--- src/rtl/mem_stage_ctrl.sv ---
// rtl/mem_stage_ctrl.sv - MEM pipeline stage control: data-memory handshake, stall, timeout and MEM/WB register.
// Optional alignment trap enabled by defining MEM_ALIGN_CHECK_EN.
module mem_stage_ctrl #(
  parameter int MAX_WAIT = 15
) (
  input  logic        clk,
  input  logic        reset,
  input  logic        MemRead,
  input  logic        MemWrite,
  input  logic        MemtoReg,
  input  logic        RegWrite,
  input  logic        Branch,
  input  logic        BranchGeq,
  input  logic        Zero,
  input  logic        GreaterThanEqualZero,
  input  logic [63:0] Address,
  input  logic [63:0] ALUResult,
  input  logic [63:0] WriteData,
  input  logic [4:0]  WriteReg,
  output logic        maintain,
  output logic        PCSrc,
  output logic [63:0] BranchTarget,
  output logic        mem_req,
  output logic        mem_we,
  output logic [63:0] mem_addr,
  output logic [63:0] mem_wdata,
  input  logic        mem_ack,
  input  logic [63:0] mem_rdata,
  output logic [63:0] OutReadData,
  output logic [63:0] OutALUResult,
  output logic [4:0]  OutWriteReg,
  output logic        OutRegWrite,
  output logic        OutMemtoReg,
  output logic        mem_fault,
  output logic        misalign
);

  typedef enum logic [1:0] {IDLE, WAIT, FAULT} state_t;

  localparam logic [7:0] MaxWait = 8'(MAX_WAIT);

  state_t     state;
  logic [7:0] waitCnt;
  logic       access;
  logic       misalignedAcc;
  logic       readHit;
  logic       lastWait;

  assign access       = MemRead | MemWrite;
  assign PCSrc        = (Branch & Zero) | (BranchGeq & GreaterThanEqualZero);
  assign BranchTarget = Address;

`ifdef MEM_ALIGN_CHECK_EN
  assign misalignedAcc = access & (ALUResult[2:0] != 3'b000);
`else
  assign misalignedAcc = 1'b0;
`endif

  assign mem_req   = !reset && access && !misalignedAcc && (state != FAULT);
  assign mem_we    = MemWrite;
  assign mem_addr  = ALUResult;
  assign mem_wdata = WriteData;
  assign maintain  = mem_req & !mem_ack;

  // A simultaneous read+write is a write, so no read data is captured.
  assign readHit  = MemRead & !MemWrite & mem_req & mem_ack;
  assign lastWait = ({1'b0, waitCnt} + 9'd1) >= {1'b0, MaxWait};

  always_ff @(posedge clk) begin
    if (reset) begin
      state        <= IDLE;
      waitCnt      <= 8'd0;
      OutReadData  <= 64'd0;
      OutALUResult <= 64'd0;
      OutWriteReg  <= 5'd0;
      OutRegWrite  <= 1'b0;
      OutMemtoReg  <= 1'b0;
      mem_fault    <= 1'b0;
      misalign     <= 1'b0;
    end else begin
      misalign <= 1'b0;

      case (state)
        IDLE: begin
          if (mem_req && !mem_ack) begin
            state   <= WAIT;
            waitCnt <= 8'd0;
          end
        end
        WAIT: begin
          if (mem_ack || !mem_req) begin
            state <= IDLE;
          end else begin
            if (waitCnt != MaxWait) waitCnt <= waitCnt + 8'd1;
            if (lastWait) state <= FAULT;
          end
        end
        FAULT: begin
          state     <= IDLE;
          mem_fault <= 1'b1;
        end
        default: state <= IDLE;
      endcase

      // Abandoned or trapped accesses still retire, but never write back.
      if (state == FAULT || (!maintain && misalignedAcc)) begin
        OutALUResult <= ALUResult;
        OutWriteReg  <= WriteReg;
        OutMemtoReg  <= MemtoReg;
        OutRegWrite  <= 1'b0;
        OutReadData  <= 64'd0;
        if (state != FAULT) misalign <= 1'b1;
      end else if (maintain) begin
        OutRegWrite <= 1'b0;
      end else begin
        OutALUResult <= ALUResult;
        OutWriteReg  <= WriteReg;
        OutMemtoReg  <= MemtoReg;
        OutRegWrite  <= RegWrite;
        OutReadData  <= readHit ? mem_rdata : 64'd0;
      end
    end
  end

endmodule

--- config.mk ---
export PLATFORM = sky130hd
export DESIGN_NAME = mem_stage_ctrl
export DESIGN_NICKNAME = d
export VERILOG_FILES = /design/src/rtl/mem_stage_ctrl.sv
export SDC_FILE = /design/constraint.sdc
export NUM_CORES = 1
export LEC_CHECK = 0
export ABC_AREA = 0
export CAP_MARGIN = 5
export CORE_AREA = 2 2 235 237
export DETAILED_ROUTE_END_ITERATION = 6
export DIE_AREA = 0 0 237 239
export PLACE_DENSITY = 0.47
export SYNTH_ARGS = -nofsm -noshare
export SYNTH_HDL_FRONTEND = slang
export SYNTH_SLANG_ARGS = --single-unit
--- constraint.sdc ---
create_clock -name clk -period 2.8 [get_ports clk]
set_input_delay 0.56 -clock clk [delete_from_list [all_inputs] [get_ports clk]]
set_output_delay 0.56 -clock clk [all_outputs]
set_load 0.02 [all_outputs]
## After elaboration in Yosys (flattened, before gate mapping)

Cells that the tools add are included.

| word-level totals | value |
|---|---|
| register bits after elaboration | 147 |
| input bits | 272 |
| output and inout port bits | 333 |
| word-level logic and storage cells | 61 |

| operators by class | value |
|---|---|
| $add $sub $neg | 2 |
| $lt $le $gt $ge | 1 |
| equal/unequal tests | 9 |
| muxes and demuxes | 16 |
| bitwise operators | 9 |
| reductions and logical operators | 15 |

Operator list:

| kind | count |
|---|---|
| 64-bit 2-to-1 mux | 3 |
| 8-bit 2-to-1 mux | 3 |
| 8-bit case mux with 2 select lines | 1 |
| 5-bit 2-to-1 mux | 2 |
| 8-bit by 1-bit adder with 9-bit output, second input constant | 1 |
| 9-bit by 4-bit >= comparator with 1-bit output, second input constant | 1 |
| 8-bit by 1-bit adder with 8-bit output, second input constant | 1 |
| 2-bit inequality test, second input constant | 4 |
| 8-bit by 4-bit inequality test with 1-bit output, second input constant | 1 |
| 1-bit AND | 6 |
| 2-bit 2-to-1 mux | 3 |
| 1-bit logical NOT | 4 |
| 2-bit case mux with 2 select lines | 1 |
| 4-bit AND reduction | 1 |
| 2-bit OR reduction | 2 |
| 1-bit logical AND | 3 |
| 1-bit 2-to-1 mux | 3 |
| 3-bit inequality test, second input constant | 1 |
| 3-bit OR reduction | 1 |
| 2-bit by 1-bit equality test with 1-bit output, second input constant | 1 |
| 2-bit equality test, second input constant | 1 |
| 2-bit logical NOT | 1 |
| 2-bit by 1-bit inequality test with 1-bit output, second input constant | 1 |
| 1-bit bitwise OR | 2 |
| other kinds (4) | 4 |

## Depth between registers and ports, before layout

Gate-level depths: netlist of run 1.

| depth | value |
|---|---|
| depth in word-level cells | 7 |
| mapped depth | 8 |
| gate-level depth less buffers | 6 |

## Worst setup path after synthesis of run 1

Ideal clock, no wire load.

| timing | value |
|---|---|
| path kind | input to output |
| start | input reset |
| end | output maintain |
| arrival time | 1.550 ns |
| data required time | 2.240 ns |
| setup slack | 0.690 ns |
| stages on the path | 5 |
| path buffers | 3 |
| cell sequence | buf_2 > or3_1 > buf_2 > inv_2 > buf_2 |

| on the way | value |
|---|---|
| word-level cells in the longest chain between the ends | 4 |

Ends and longest elaborated chain:

| what | RTL line | text |
|---|---|---|
| start, declared | 7 | `input logic reset,` |
| 1-bit logical NOT | 59 | `assign mem_req = !reset && access && !misalignedAcc && (state != FAULT);` |
| 1-bit logical AND (2 in a row) | 59 |  |
| 1-bit AND | 63 | `assign maintain = mem_req & !mem_ack;` |
| end, declared | 20 | `output logic maintain,` |

No other way between the ends.

## Worst setup path after layout of run 1

| timing | value |
|---|---|
| start | register state[0] |
| end | output mem_req |

| on the way | value |
|---|---|
| word-level cells in the longest chain between the ends | 2 |

Ends and longest elaborated chain:

| what | RTL line | text |
|---|---|---|
| start, declared | 42 | `state_t state;` |
| start signal, assigned | 71 | `state <= IDLE;` |
| start signal, assigned | 86 | `state <= WAIT;` |
| start signal, assigned | 92 | `state <= IDLE;` |
| 2-bit inequality test | 59 |  |
| 1-bit logical AND | 59 |  |
| end, declared | 23 | `output logic mem_req,` |

No other way between the ends.

==> flow_metrics.env, run 1 <==
export IMPL_drtAntennaViolNets=0
export IMPL_crit_family="buffers and inverters"
export IMPL_routabilityCongestion=0.714
export IMPL_synth_seq_cells=147
export IMPL_vdd_drop_max_mv=0.402
export IMPL_first_global_vias=5379
export IMPL_layout_nets=1147
export IMPL_crit_required_ns=2.24
export IMPL_drt_wl_total_mm=22.8
export IMPL_wire_per_inst_microns=14.3
export IMPL_fmax_mhz=387
export IMPL_cts_max_level=4
export IMPL_drt_initial_drc_count=171
export IMPL_syn2layout_area_growth_pct=52.6
export IMPL_antenna_found_initial=1
export IMPL_cts_tree="yes"
export IMPL_grtUsageTotal_pct=7.97
export IMPL_maxSlewViolCount=0
export IMPL_fill_cells=5982
export IMPL_layout_commonest_cell="clkdlybuf4s50_1"
export IMPL_drc=0
export IMPL_tightest_slew_ns=0.885
export IMPL_critPathLaunchType="register"
export IMPL_ys_types=34
export IMPL_crit_chain="nor2b_1 > or2_2 > nor2_1 > clkdlybuf4s50_1"
export IMPL_fp_row_count=86
export IMPL_critical_path_max_stage_delay_ns=0.61
export IMPL_worstSetupPathType="register to output pin"
export IMPL_die_w_microns=237
export IMPL_pre_cts_slack_ns=-0.0440
export IMPL_io_buffers=348
export IMPL_maxCapViolations=0
export IMPL_via_count=5302
export IMPL_hpwl_mm=16.8
export IMPL_cpMaxStageDelayCell="clkdlybuf4s50_1"
export IMPL_clk_path_buf_depth=2
export IMPL_cp_depth=4
export IMPL_coreArea_sq_mm=0.0543
export IMPL_leakagePower_nw=3.59
export IMPL_fin_crit_sh_pct=92.2
export IMPL_grt_max_degree=136
export IMPL_drive_gt1_share_pct=5.08
export IMPL_numCtsBuffers=17
export IMPL_synth_fp_nets=1009
export IMPL_overflow=0
export IMPL_period_needed_ns=2.58
export IMPL_crit_path_end_kind="output pin"
export IMPL_critPathArrivalTime_ns=2.02
export IMPL_viasPerCell=3.33
export IMPL_start_util_pct=11.9
export IMPL_dieArea_sq_mm=0.0566
export IMPL_fin_ws_ns=0.219
export IMPL_synth_cells=735
export IMPL_startpoint="state[0]$_SDFFE_PP0P_"
export IMPL_io_pins=605
export IMPL_setup_viol=0
export IMPL_hold_path_class="register to register"
export IMPL_finClkSkew_ns=0.0138
export IMPL_dr_pass1_iters=4
export IMPL_die_h_microns=239
export IMPL_dpl_cell_count=1558
export IMPL_status="complete, no violations"
export IMPL_instances_no_fill=1591
export IMPL_crit_path_end="mem_req"
export IMPL_rsz0062_at_grt="no"
export IMPL_synth_avg_cell_area_sq_um=8.82
export IMPL_yosys_warnings=0
export IMPL_crit_buf_inv=1
export IMPL_worst_path_max_fanout=5
export IMPL_reg2regPathDepth=5
export IMPL_root_buffer="clkbuf_16"
export IMPL_hold_violations=0
export IMPL_post_cts_buffers=0
export IMPL_r2r_setup_slack_ns=0.84
export IMPL_mostFrequentLayoutCells="346 x clkdlybuf4s50_1, 147 x dfxtp_1, 145 x nand2_1"
export IMPL_timing_rr_start="waitCnt[0]$_SDFFE_PP0P_"
export IMPL_multi_input_area_sq_mm=0.00190
export IMPL_syn_cell_area_sq_mm=0.00648
export IMPL_grt_first_pass_wirelength_mm=32.8
export IMPL_powerDensity_mw_per_mm2=554
export IMPL_slew_headroom_pct=41.0
export IMPL_rr_endpoint="waitCnt[4]$_SDFFE_PP0P_"
export IMPL_yosysSeqAreaShare_pct=45.4
export IMPL_seqCellArea_sq_mm=0.00294
export IMPL_cts_sinks=147
export IMPL_clk_insertion_delay_late_ns=0.47
export IMPL_clkTransAtPathRegs_ns=0.07
Yosys cell counts:
library cell	n	area, sq um
buf_6	1	11.3
nor2b_1	2	12.5
nor3_2	1	10.0
mux2_2	1	11.3
and3_1	3	18.8
inv_2	1	3.75
buf_4	193	1450
xnor2_1	2	17.5
o21bai_1	2	15.0
a41o_1	1	10.0
or3_1	8	50.1
inv_1	2	7.51
ha_1	2	25.0
a31oi_1	2	12.5
nand2b_1	1	6.26
a311o_1	1	10.0
nand2_1	145	544
o21ai_0	6	30.0
nand4_1	1	6.26
a22o_1	65	569
xor2_1	1	8.76
a221o_1	1	10.0
buf_2	14	70.1
or2_2	1	6.26
dfxtp_1	147	2940
or3b_1	1	8.76
nor2_1	11	41.3
o22ai_1	1	6.26
clkbuf_1	28	105
a21oi_1	79	395
nor3b_1	1	7.51
or4_1	4	30.0
nand3_1	5	25.0
conb_1	1	3.75
kinds of logic (layout without fill, tap and decap cells):
kind of cell               count (synthesis)  count (layout)  share of synthesized area (%)
adders and majority gates                  2               2                          0.386
AOI/OAI and AO/OA                        158             158                           16.3
muxes                                      1               1                          0.174
other                                      1               2                         0.0579
and+or+nand+nor                          184             184                           11.8
xor gates and xnor gates                   3               3                          0.405
buffers and inverters                    239             390                           25.4
DFF                                      147             147                           45.4
layout make-up:
class,count,share of cell area (%)
antenna,1,0.0253
clock buffer,17,4.30
clock inverter,15,1.66
inverter,3,0.139
multi-input combinational,349,19.2
sequential,147,29.8
tap,704,8.91
timing repair buffer,355,36.0
state kept, by name, summed over array words and instances (netlist names):
register	count
state	2
OutMemtoReg	1
waitCnt	8
mem_fault	1
OutWriteReg	5
OutRegWrite	1
OutReadData	64
OutALUResult	64
misalign	1
timing repair:
item	4_1_cts	5_1_grt
endpoints found under the hold margin	0	0
endpoints found under the setup margin	1	0
hold buffers	0	0
resized for setup	1	0
per-stage QoR:
stage	util (%)	TNS [ns]	hold slack, ns	total power (W)	instance area, sq um
after detailed placement	17.1	-0.0440	0.442	0.00318	9300
after CTS	18.2	0	0.392	0.00566	9890
after global placement	17.1	-0.0386	0.438	0.00317	9300
final	18.2	0	0.448	0.00547	9890
after floorplan	-	0	0.444	0.00294	6480
after global routing	18.2	0	0.427	0.00576	9890
metal layers:
metal / GRT usage [%] / up-vias / wire [microns]
li1: - / 2536 / -
met1: 7.58 / 2344 / 8090
met2: 12.7 / 340 / 10600
met3: 4.39 / 80 / 2700
met4: 6.41 / 2 / 1380
met5: 0.346 / - / 13
worst min path at each step:
stage          slack [ns]  cells past startpoint                     startpoint                            end
2_1_floorplan        0.44                      1          state[0]$_SDFFE_PP0P_          state[0]$_SDFFE_PP0P_
3_3_place_gp         0.44                      2  OutALUResult[37]$_SDFFE_PP0P_  OutALUResult[37]$_SDFFE_PP0P_
3_5_place_dp         0.44                      2  OutALUResult[17]$_SDFFE_PP0P_  OutALUResult[17]$_SDFFE_PP0P_
4_1_cts              0.39                      3                          reset         OutRegWrite$_SDFF_PP0_
5_1_grt              0.43                      3                          reset         OutRegWrite$_SDFF_PP0_
6_report             0.45                      2  OutALUResult[51]$_SDFFE_PP0P_  OutALUResult[51]$_SDFFE_PP0P_
worst min-delay path: stages, from the launching register on:
cell	delay [ns]
dfxtp_1	0.31
nand2_1	0.05
a21oi_1	0.05
report_power, final:
part | switching [W] | internal, W | leakage, nW
clock | 0.00110 | 0.00126 | 0.285
sequential | 0.0000475 | 0.00218 | 1.21
combinational | 0.000425 | 0.000464 | 2.10
total | 0.00157 | 0.00391 | 3.59
No activity file was read; power rests on OpenSTA's default activity.
==> inputs of run 2 (changes only) <==
- CTS_BUF_LIST: not set -> sky130_fd_sc_hd__clkbuf_16
==> results of run 2 <==
The final DEF is identical to that of run 1; final timing and power are the same.
